==> src/rtl/fwd_pkg.sv <==
// Shared types for the forwarding/hazard unit.
// Scoreboard entry layout and register number type.
package fwd_pkg;

  localparam int REG_W = 5;
  localparam int CNT_BITS = 3;
  localparam int FWD_SEL_RF = 0;

  typedef logic [REG_W-1:0] reg_t;
  typedef logic [CNT_BITS-1:0] cnt_t;

  typedef struct packed {
    logic valid;
    reg_t wnum;
    cnt_t cnt;
  } sb_entry_t;

endpackage

==> src/rtl/fwd_hazard_unit_if.sv <==
// EX-side bundle between the pipeline and the
// forwarding/hazard unit.
interface fwd_hazard_unit_if #(
  parameter int NUM_RPORTS = 2,
  parameter int NUM_FWD_STAGES = 2,
  parameter int REG_ADDR_W = 5,
  parameter int MAX_PENDING = 4,
  parameter int LAT_W = 3
);

  localparam int SEL_W = $clog2(NUM_FWD_STAGES + 1);
  localparam int CNT_W = $clog2(MAX_PENDING + 1);

  logic i_ex_valid;
  logic [NUM_RPORTS-1:0][REG_ADDR_W-1:0] i_ex_rnum;
  logic [NUM_RPORTS-1:0] i_ex_ren;
  logic [NUM_FWD_STAGES-1:0][REG_ADDR_W-1:0] i_stg_wnum;
  logic [NUM_FWD_STAGES-1:0] i_stg_wen;
  logic i_mem_store;
  logic i_lng_issue;
  logic [REG_ADDR_W-1:0] i_lng_wnum;
  logic [LAT_W-1:0] i_lng_lat;
  logic i_flush;
  logic [NUM_RPORTS-1:0][SEL_W-1:0] o_fwd_sel;
  logic o_st_fwd;
  logic o_stall;
  logic o_sb_full;
  logic [CNT_W-1:0] o_sb_count;

  modport master (
    output i_ex_valid, i_ex_rnum, i_ex_ren,
    output i_stg_wnum, i_stg_wen, i_mem_store,
    output i_lng_issue, i_lng_wnum, i_lng_lat,
    output i_flush,
    input  o_fwd_sel, o_st_fwd, o_stall,
    input  o_sb_full, o_sb_count
  );

  modport slave (
    input  i_ex_valid, i_ex_rnum, i_ex_ren,
    input  i_stg_wnum, i_stg_wen, i_mem_store,
    input  i_lng_issue, i_lng_wnum, i_lng_lat,
    input  i_flush,
    output o_fwd_sel, o_st_fwd, o_stall,
    output o_sb_full, o_sb_count
  );

endinterface

==> src/rtl/fwd_scoreboard.sv <==
// Tracks in-flight long-latency writes and reports
// which EX read ports depend on one of them.
module fwd_scoreboard
  import fwd_pkg::*;
#(
  parameter int NUM_RPORTS = 2,
  parameter int MAX_PENDING = 4,
  parameter int CNT_W = $clog2(MAX_PENDING + 1)
) (
  input  logic i_clk,
  input  logic i_rstn,
  input  logic i_flush,
  input  logic i_alloc,
  input  reg_t i_wnum,
  input  cnt_t i_lat,
  input  reg_t [NUM_RPORTS-1:0] i_rnum,
  input  logic [NUM_RPORTS-1:0] i_ren,
  output logic [NUM_RPORTS-1:0] o_match,
  output logic o_full,
  output logic [CNT_W-1:0] o_count
);

  sb_entry_t sb_q [MAX_PENDING];
  sb_entry_t sb_d [MAX_PENDING];
  logic placed;

  // Retiring entries are not reusable until the next cycle.
  always_comb begin
    placed = 1'b0;
    for (int i = 0; i < MAX_PENDING; i++) begin
      sb_d[i] = sb_q[i];
      if (sb_q[i].valid) begin
        if (sb_q[i].cnt > cnt_t'(1))
          sb_d[i].cnt = sb_q[i].cnt - cnt_t'(1);
        else
          sb_d[i] = '0;
      end
      if (i_alloc && !placed && !sb_q[i].valid) begin
        sb_d[i].valid = 1'b1;
        sb_d[i].wnum = i_wnum;
        sb_d[i].cnt = i_lat;
        placed = 1'b1;
      end
      if (i_flush)
        sb_d[i] = '0;
    end
  end

  always_ff @(posedge i_clk or negedge i_rstn) begin
    if (!i_rstn) begin
      for (int i = 0; i < MAX_PENDING; i++)
        sb_q[i] <= '0;
    end else begin
      for (int i = 0; i < MAX_PENDING; i++)
        sb_q[i] <= sb_d[i];
    end
  end

  always_comb begin
    o_count = '0;
    o_full = 1'b1;
    for (int i = 0; i < MAX_PENDING; i++) begin
      o_count = o_count + CNT_W'(sb_q[i].valid);
      o_full = o_full & sb_q[i].valid;
    end
  end

  always_comb begin
    for (int p = 0; p < NUM_RPORTS; p++) begin
      o_match[p] = 1'b0;
      for (int i = 0; i < MAX_PENDING; i++)
        if (sb_q[i].valid && sb_q[i].wnum == i_rnum[p])
          o_match[p] = 1'b1;
      o_match[p] = o_match[p] & i_ren[p]
                 & (i_rnum[p] != '0);
    end
  end

endmodule

==> src/rtl/fwd_hazard_unit.sv <==
// Operand/store forwarding select and EX stall for
// the SOIN-RV pipeline.
module fwd_hazard_unit
  import fwd_pkg::*;
#(
  parameter int NUM_RPORTS = 2,
  parameter int NUM_FWD_STAGES = 2,
  parameter int REG_ADDR_W = REG_W,
  parameter int MAX_PENDING = 4,
  parameter int LAT_W = CNT_BITS
) (
  input logic i_clk,
  input logic i_rstn,
  fwd_hazard_unit_if.slave bus
);

  localparam int SEL_W = $clog2(NUM_FWD_STAGES + 1);
  localparam int CNT_W = $clog2(MAX_PENDING + 1);
  localparam int LAST = NUM_FWD_STAGES - 1;
  localparam int ST_PORT = (NUM_RPORTS > 1) ? 1 : 0;

  logic [NUM_RPORTS-1:0] sb_match;
  logic sb_full;
  logic [CNT_W-1:0] sb_count;
  logic stall;
  logic alloc;

  // Scan oldest to youngest so the youngest match wins.
  always_comb begin
    for (int p = 0; p < NUM_RPORTS; p++) begin
      bus.o_fwd_sel[p] = SEL_W'(FWD_SEL_RF);
      for (int s = NUM_FWD_STAGES - 1; s >= 0; s--)
        if (bus.i_ex_ren[p] && bus.i_stg_wen[s]
            && bus.i_stg_wnum[s] == bus.i_ex_rnum[p]
            && bus.i_ex_rnum[p] != '0)
          bus.o_fwd_sel[p] = SEL_W'(s + 1);
    end
  end

  assign bus.o_st_fwd = bus.i_mem_store
    && bus.i_stg_wen[LAST]
    && bus.i_stg_wnum[LAST] != '0
    && bus.i_stg_wnum[LAST] == bus.i_ex_rnum[ST_PORT];

  assign stall = (bus.i_ex_valid && |sb_match)
               || (bus.i_lng_issue && sb_full);

  assign alloc = bus.i_lng_issue && !sb_full && !stall
               && bus.i_lng_wnum != '0
               && bus.i_lng_lat != '0;

  fwd_scoreboard #(
    .NUM_RPORTS (NUM_RPORTS),
    .MAX_PENDING(MAX_PENDING),
    .CNT_W      (CNT_W)
  ) u_sb (
    .i_clk  (i_clk),
    .i_rstn (i_rstn),
    .i_flush(bus.i_flush),
    .i_alloc(alloc),
    .i_wnum (bus.i_lng_wnum),
    .i_lat  (bus.i_lng_lat),
    .i_rnum (bus.i_ex_rnum),
    .i_ren  (bus.i_ex_ren),
    .o_match(sb_match),
    .o_full (sb_full),
    .o_count(sb_count)
  );

  assign bus.o_stall = stall;
  assign bus.o_sb_full = sb_full;
  assign bus.o_sb_count = sb_count;

endmodule
==> src/flat_wrapper.sv <==
// flat-port wrapper written by rule: the top's interface ports become plain ports
module fwd_hazard_unit_flat import fwd_pkg::*;
#(
  parameter int NUM_RPORTS = 2,
  parameter int NUM_FWD_STAGES = 2,
  parameter int REG_ADDR_W = REG_W,
  parameter int MAX_PENDING = 4,
  parameter int LAT_W = CNT_BITS
)
  (i_clk, i_rstn, bus_i_ex_valid, bus_i_ex_rnum, bus_i_ex_ren, bus_i_stg_wnum, bus_i_stg_wen, bus_i_mem_store, bus_i_lng_issue, bus_i_lng_wnum, bus_i_lng_lat, bus_i_flush, bus_o_fwd_sel, bus_o_st_fwd, bus_o_stall, bus_o_sb_full, bus_o_sb_count);
  fwd_hazard_unit_if #(.NUM_RPORTS(NUM_RPORTS), .NUM_FWD_STAGES(NUM_FWD_STAGES), .REG_ADDR_W(REG_ADDR_W), .MAX_PENDING(MAX_PENDING), .LAT_W(LAT_W)) bus_i ();
  input logic i_clk;
  input logic i_rstn;
  input wire logic [$bits(bus_i.i_ex_valid)-1:0] bus_i_ex_valid;
  input wire logic [$bits(bus_i.i_ex_rnum)-1:0] bus_i_ex_rnum;
  input wire logic [$bits(bus_i.i_ex_ren)-1:0] bus_i_ex_ren;
  input wire logic [$bits(bus_i.i_stg_wnum)-1:0] bus_i_stg_wnum;
  input wire logic [$bits(bus_i.i_stg_wen)-1:0] bus_i_stg_wen;
  input wire logic [$bits(bus_i.i_mem_store)-1:0] bus_i_mem_store;
  input wire logic [$bits(bus_i.i_lng_issue)-1:0] bus_i_lng_issue;
  input wire logic [$bits(bus_i.i_lng_wnum)-1:0] bus_i_lng_wnum;
  input wire logic [$bits(bus_i.i_lng_lat)-1:0] bus_i_lng_lat;
  input wire logic [$bits(bus_i.i_flush)-1:0] bus_i_flush;
  output wire logic [$bits(bus_i.o_fwd_sel)-1:0] bus_o_fwd_sel;
  output wire logic [$bits(bus_i.o_st_fwd)-1:0] bus_o_st_fwd;
  output wire logic [$bits(bus_i.o_stall)-1:0] bus_o_stall;
  output wire logic [$bits(bus_i.o_sb_full)-1:0] bus_o_sb_full;
  output wire logic [$bits(bus_i.o_sb_count)-1:0] bus_o_sb_count;
  assign bus_i.i_ex_valid = bus_i_ex_valid;
  assign bus_i.i_ex_rnum = bus_i_ex_rnum;
  assign bus_i.i_ex_ren = bus_i_ex_ren;
  assign bus_i.i_stg_wnum = bus_i_stg_wnum;
  assign bus_i.i_stg_wen = bus_i_stg_wen;
  assign bus_i.i_mem_store = bus_i_mem_store;
  assign bus_i.i_lng_issue = bus_i_lng_issue;
  assign bus_i.i_lng_wnum = bus_i_lng_wnum;
  assign bus_i.i_lng_lat = bus_i_lng_lat;
  assign bus_i.i_flush = bus_i_flush;
  assign bus_o_fwd_sel = bus_i.o_fwd_sel;
  assign bus_o_st_fwd = bus_i.o_st_fwd;
  assign bus_o_stall = bus_i.o_stall;
  assign bus_o_sb_full = bus_i.o_sb_full;
  assign bus_o_sb_count = bus_i.o_sb_count;
  fwd_hazard_unit #(.NUM_RPORTS(NUM_RPORTS), .NUM_FWD_STAGES(NUM_FWD_STAGES), .REG_ADDR_W(REG_ADDR_W), .MAX_PENDING(MAX_PENDING), .LAT_W(LAT_W)) u_core (.i_clk(i_clk), .i_rstn(i_rstn), .bus(bus_i));
endmodule
==> config.mk <==
export PLATFORM = sky130hd
export DESIGN_NAME = fwd_hazard_unit_flat
export DESIGN_NICKNAME = d
export VERILOG_FILES = /design/src/rtl/fwd_pkg.sv /design/src/rtl/fwd_hazard_unit_if.sv /design/src/rtl/fwd_scoreboard.sv /design/src/rtl/fwd_hazard_unit.sv /design/src/flat_wrapper.sv
export SDC_FILE = /design/constraint.sdc
export NUM_CORES = 1
export LEC_CHECK = 0
export BUFFER_PORTS_ARGS = -buffer_cell sky130_fd_sc_hd__buf_2
export CAP_MARGIN = 10
export CORE_MARGIN = 5
export CORE_UTILIZATION = 50
export DETAILED_ROUTE_END_ITERATION = 16
export GPL_TIMING_DRIVEN = 0
export PLACE_DENSITY = 0.74
export SETUP_SLACK_MARGIN = 0.5
export SLEW_MARGIN = 20
export SYNTH_ARGS = -nofsm -noshare
export SYNTH_HDL_FRONTEND = slang
export SYNTH_SLANG_ARGS = --single-unit
==> constraint.sdc <==
create_clock -name i_clk -period 7.1 [get_ports i_clk]
set_clock_uncertainty 0.1 [all_clocks]
set_input_delay 2.13 -clock i_clk [delete_from_list [all_inputs] [get_ports i_clk]]
set_output_delay 2.13 -clock i_clk [all_outputs]
set_load 0.02 [all_outputs]
==> results of run 1 <==
[worst min-delay path by stage]
stage | start | endpoint | slack (ns) | cells past startpoint
2_1_floorplan | u_core.u_sb.sb_q[19] | u_core.u_sb.sb_q[19] | 0.40 | 1
3_3_place_gp | u_core.u_sb.sb_q[19] | u_core.u_sb.sb_q[19] | 0.42 | 1
3_5_place_dp | u_core.u_sb.sb_q[19] | u_core.u_sb.sb_q[19] | 0.42 | 1
4_1_cts | u_core.u_sb.sb_q[19] | u_core.u_sb.sb_q[19] | 0.44 | 1
5_1_grt | u_core.u_sb.sb_q[19] | u_core.u_sb.sb_q[19] | 0.47 | 1
6_report | u_core.u_sb.sb_q[19] | u_core.u_sb.sb_q[19] | 0.44 | 1
[layer usage]
layer	vias to the layer above	track usage (%)	wire length, um
met5	-	0	0
met4	0	7.83	182
met3	15	4.19	384
met2	62	34.2	3680
met1	1262	26.3	3340
li1	1298	-	-
[final cells by class]
class / count / share of cell area, %
inverter: 18 / 1.97
sequential: 36 / 26.2
timing repair buffer: 36 / 5.25
clock buffer: 7 / 2.81
tap: 75 / 2.73
multi-input combinational: 271 / 57.2
buffer: 22 / 3.86
[power by group through the flow]
stage	sequential [uW]	clock, uW	combinational (uW)
3_5_place_dp	226	0	121
2_1_floorplan	224	0	86.2
3_3_place_gp	225	0	118
4_1_cts	222	165	122
6_report	222	161	121
5_1_grt	223	174	135
[metrics by stage]
step | utilization [%] | total power, uW | setup slack (ns) | instance area [sq um] | std cells
2_1_floorplan | - | 310 | 1.25 | 3060 | 347
3_3_place_gp | 56.1 | 343 | 1.04 | 3340 | 458
3_5_place_dp | 56.1 | 346 | 0.994 | 3340 | 458
4_1_cts | 57.7 | 508 | 0.997 | 3430 | 465
5_1_grt | 57.7 | 532 | 0.898 | 3430 | 465
6_report | 57.7 | 504 | 1.02 | 3430 | 465
[cells by family after synthesis]
group,count (synthesis),share of synthesized area [%]
flops,36,29.4
mux,20,6.53
simple gates,129,23.1
compound gates,51,12.5
xor+xnor,60,17.1
fa+ha+maj,11,4.74
buf+inv,40,6.53
[worst register-to-register path: cells and delay by family (launching register included)]
family                 cells  cell delay [ns]
AOI/OAI and AO/OA          1             0.09
and+or+nand+nor            5             1.52
DFF                        1             0.39
buffers and inverters      2             0.34
[placed cells by master (no fill, tap or decap), types with 4 or more instances in the layout]
master | netlist | layout
inv_1 | 17 | 17
mux2i_1 | 20 | 20
o211ai_2 | 5 | 5
nor4_1 | 11 | 11
clkbuf_8 | 0 | 7
dfrtp_1 | 36 | 36
buf_2 | 10 | 46
nand3_1 | 19 | 19
nand2_1 | 42 | 42
nor3_1 | 4 | 4
xor2_1 | 44 | 44
ha_1 | 10 | 10
or4_1 | 4 | 4
or3_1 | 7 | 7
nand4_1 | 6 | 6
nor2_1 | 18 | 18
a21oi_1 | 10 | 10
a31oi_1 | 7 | 7
clkbuf_1 | 4 | 4
xnor2_1 | 16 | 16
o21a_1 | 4 | 4
o21ai_0 | 9 | 9
==> flow_summary.toml, run 1 <==
[timing]
relSlewSlack_pct = 44.7
max_slew.worst_pin.slew_ns = 0.830
slew_violations = 0
clock.fmax_mhz = 164
finalCritPeriodShare_pct = 85.7
rsz0062_at_grt = "no"
hold_ws_ns = 0.438
setup_viol = 0
hold_violations = 0
fin_setup_tns_ns = 0
fin_crit_ns = 6.08

[setup_path]
cpPeakStageDelay_ns = 0.34
critPathBufInv = 3
cp.arrival_ns = 3.85
path_max_fanout = 8
r2r_start = "u_core.u_sb.sb_q[26]"
reg2reg_slack_ns = 4.59
startpoint = "bus_i_ex_rnum[1]"
critPathSlowestCell = "o32a_1"
cpLargestDelayFamily = "simple AND/OR/NAND/NOR gates"
path_cells = "buf_2 -> xor2_1 -> nor4_1 -> nand3_1 -> and4_4 -> o32a_1 -> buf_2 -> nand2_1 -> buf_2"
cp.required_ns = 4.87
path_class = "in2out"
cpMostUsedCell = "buf_2"
r2r_end = "u_core.u_sb.sb_q[12]"
crit_cells = 9
rr_worst_depth = 8
crit_end = "bus_o_stall"
cp-start-kind = "primary input"
endpoint_kind = "output port"

[layout]
layout.nets = 439
fill_cells = 578
antenna_cells = 0
largest_reg_flops = 36
regMostFlops = "u_core.u_sb.sb_q"
top_regs = "u_core.u_sb.sb_q (36)"
multi_input_area_sq_um = 1960
area_growth_pct = 12.1
regArea_sq_um = 901
drive_gt1_share_pct = 20.3

[routing]
drtAntennaViolNets = 0
route.detailed.drc = 0
dr_total_vias = 2637
vias_per_cell = 5.67
firstDrtPassIters = 5
wl_per_cell_um = 16.3
drt-total-wl_um = 7590
drtIter0Drc = 121

[floorplanning]
initial_core_util_pct = 51.4
die_area_sq_um = 7790
pin_count = 48
fp.dieW_um = 88.3
num_rows = 28
fp.dieH_um = 88.3
core_sq_um = 5960

[global_route]
grt_max_degree = 37
antenna_found_initial = 0
grt_pass1_wl_um = 12500
overflow = 0
track_usage_pct = 20.5
grt_pass1_vias = 2666

[worst_hold_path]
hold_class = "reg2reg"

[clocking]
clockBufferDepth = 2
htree_levels = 2
cts_tree = "done"
cts_resized = 0
cts_setup_buffers = 0
cts_buffers = 5
clk_latency_ns = 0.30
clockRootBuffer = "clkbuf_8"
cts.sinks = 36
hold_buffers = 0
clk_pin_slew_worst_paths_ns = 0.08

[power]
p_leak_uw = 0.00160
pwr-share-clk_pct = 31.9
internal_power_uw = 348
comb_power_share_pct = 24.0
pwr-share-seq_pct = 44.0
p_switching_uw = 156
cellPowerDensity_nw_per_um2 = 147
vdd_drop_max_v = 0.0000949
p_sw_share_pct = 30.9

[logic_synthesis]
async_flop_share_pct = 100
netlist.area_leader.share_pct = 29.4
synth_area_per_cell_sq_um = 8.83
synth_commonest_cells = "xor2_1 (44), nand2_1 (42), dfrtp_1 (36), mux2i_1 (20), nand3_1 (19)"
synthesis.nets = 396
synth_ff_type = "dfrtp_1"
syn_area_sq_um = 3060
synth_most_common_cell = "xor2_1"
synth_edf_count = 0
synth_cell_types = 53
ys_seq_area_share_pct = 29.4
ys_warn_count = 0
synth.largest_area_cell = "dfrtp_1"
synthTopCellsByArea = "dfrtp_1 (29%), xor2_1 (13%), mux2i_1 (6.5%)"
ys_ff_latch = 36
syn-instance-count = 347

[status]
outcome = "finished, final reports clean"

[place]
numPortBuffers = 36
hpwlAfterDp_um = 5770
gp_congestion = 0.888

[run]
cap_violations = 0
No activity file was read; power rests on OpenSTA's default activity.
==> run 2, diff against run 1 <==
PLACE_DENSITY = 0.73   (was 0.74)
==> flow_summary.toml, run 2 (same netlist as run 1, synthesis figures left out) <==
[setup_path]
r2r_end = "u_core.u_sb.sb_q[19]"
path_max_fanout = 8
rr_worst_depth = 7
r2r_start = "u_core.u_sb.sb_q[25]"
reg2reg_slack_ns = 4.60
cp.arrival_ns = 3.87
endpoint_kind = "output port"
path_class = "in2out"
cp.required_ns = 4.87
cp-start-kind = "primary input"

[timing]
clock.fmax_mhz = 164
setup_slack_ns = 0.996
hold_violations = 0
max_slew.worst_pin.slew_ns = 0.810
relSlewSlack_pct = 45.6
fin_setup_tns_ns = 0
rsz0062_at_grt = "no"
slew_violations = 0
fin_crit_ns = 6.10
finalCritPeriodShare_pct = 86.0
setup_viol = 0

[layout]
stdcell_area_sq_um = 3430
fill_cells = 541
drive_gt1_share_pct = 20.3
final_common_cell = "buf_2"
top_regs = "u_core.u_sb.sb_q (36)"
regMostFlops = "u_core.u_sb.sb_q"
fin_util_pct = 57.7
layout.nets = 439
antenna_cells = 0
largest_reg_flops = 36
area_growth_pct = 12.1
layout_common_cells = "buf_2 (46), xor2_1 (44), nand2_1 (42)"

[routing]
dr_total_vias = 2649
wl_per_cell_um = 16.6
vias_per_cell = 5.70
drtIter0Drc = 201
firstDrtPassIters = 4
drtAntennaViolNets = 0
drt-total-wl_um = 7720
route.detailed.drc = 0

[floorplanning]
fp.dieW_um = 88.3
core_sq_um = 5960
fp.dieH_um = 88.3
initial_core_util_pct = 51.4
num_rows = 28
die_area_sq_um = 7790
pin_count = 48

[global_route]
met2_usage_pct = 34.6
antenna_found_initial = 0
grt_pass1_wl_um = 12500
busiest_layer = "met2"
grt_max_degree = 37
grt_pass1_vias = 2656
overflow = 0
grt_util_met3_pct = 3.35
grt_use_met1_pct = 26.6
track_usage_pct = 20.6

[power]
p_switching_uw = 155
vdd_drop_max_v = 0.0000996
pwr-share-clk_pct = 31.5
finalPower_uw = 503
comb_power_share_pct = 24.4
p_sw_share_pct = 30.8
internal_power_uw = 348
cellPowerDensity_nw_per_um2 = 146
pwr-share-seq_pct = 44.1
p_leak_uw = 0.00160

[run]
cap_violations = 0

[place]
numPortBuffers = 36
hpwlAfterDp_um = 5860
placed_cell_area_sq_um = 3340
place_ws_ns = 1.01
gp_congestion = 0.855

[worst_hold_path]
hold_depth = 1
hold_class = "reg2reg"
holdPathEnd = "u_core.u_sb.sb_q[19]"
hp-start = "u_core.u_sb.sb_q[19]"

[clocking]
cts_buffers = 5
cts.sinks = 36
clockRootBuffer = "clkbuf_8"
cts_tree = "done"
clk_latency_ns = 0.29
htree_levels = 2
cts_setup_buffers = 0
clk_pin_slew_worst_paths_ns = 0.07
hold_buffers = 0
cts_resized = 0
clockBufferDepth = 2

[status]
outcome = "finished, final reports clean"
==> run 2: how the worst max path moves through the flow <==
| stage | end | depth (start not counted) | from | slack, ns |
|---|---|---|---|---|
| final | bus_o_stall | 9 | bus_i_ex_rnum[0] | 1.0 |
| after global routing | bus_o_stall | 9 | bus_i_ex_rnum[2] | 0.84 |
| after CTS | bus_o_stall | 9 | bus_i_ex_rnum[2] | 1.00 |
| after detailed placement | bus_o_stall | 9 | bus_i_ex_rnum[2] | 1.01 |
| after global placement | bus_o_stall | 9 | bus_i_ex_rnum[0] | 1.04 |
| after floorplan | bus_o_fwd_sel[3] | 5 | bus_i_ex_rnum[6] | 1.25 |
==> run 2: final cells by class <==
cell class	instances	area, sq um	area share [%]
multi-input cells	271	1960	57.2
flip-flops and latches	36	901	26.2
repair buffers	36	180	5.25
plain buffers	22	133	3.86
clock buffers	7	96.3	2.81
well taps	75	93.8	2.73
inverters	18	67.6	1.97
==> run 2: stage by stage <==
step	instances	hold slack [ns]
4_1_cts	465	0.443
5_1_grt	465	0.461
3_3_place_gp	458	0.420
3_5_place_dp	458	0.426
2_1_floorplan	347	0.404
6_report	465	0.443
==> run 2: layer usage <==
layer / wire length, um / part of all wire, %
met5: 0 / 0
met4: 125 / 1.6
met3: 431 / 5.6
met2: 3920 / 51
met1: 3240 / 42
==> run 2: critical path, cell delays in order <==
cell,delay [ns]
buf_4,0.16
xor2_1,0.16
nor4_1,0.32
nand3_1,0.14
and4_4,0.22
o32a_1,0.33
buf_2,0.19
nand2_1,0.07
buf_2,0.15
==> run 2: power by group through the flow <==
stage | Combinational (uW) | Clock (uW) | Sequential [uW]
floorplan | 86.2 | 0 | 224
global placement | 118 | 0 | 225
detailed placement | 122 | 0 | 226
CTS | 122 | 161 | 222
global route | 135 | 169 | 223
finish | 122 | 159 | 222
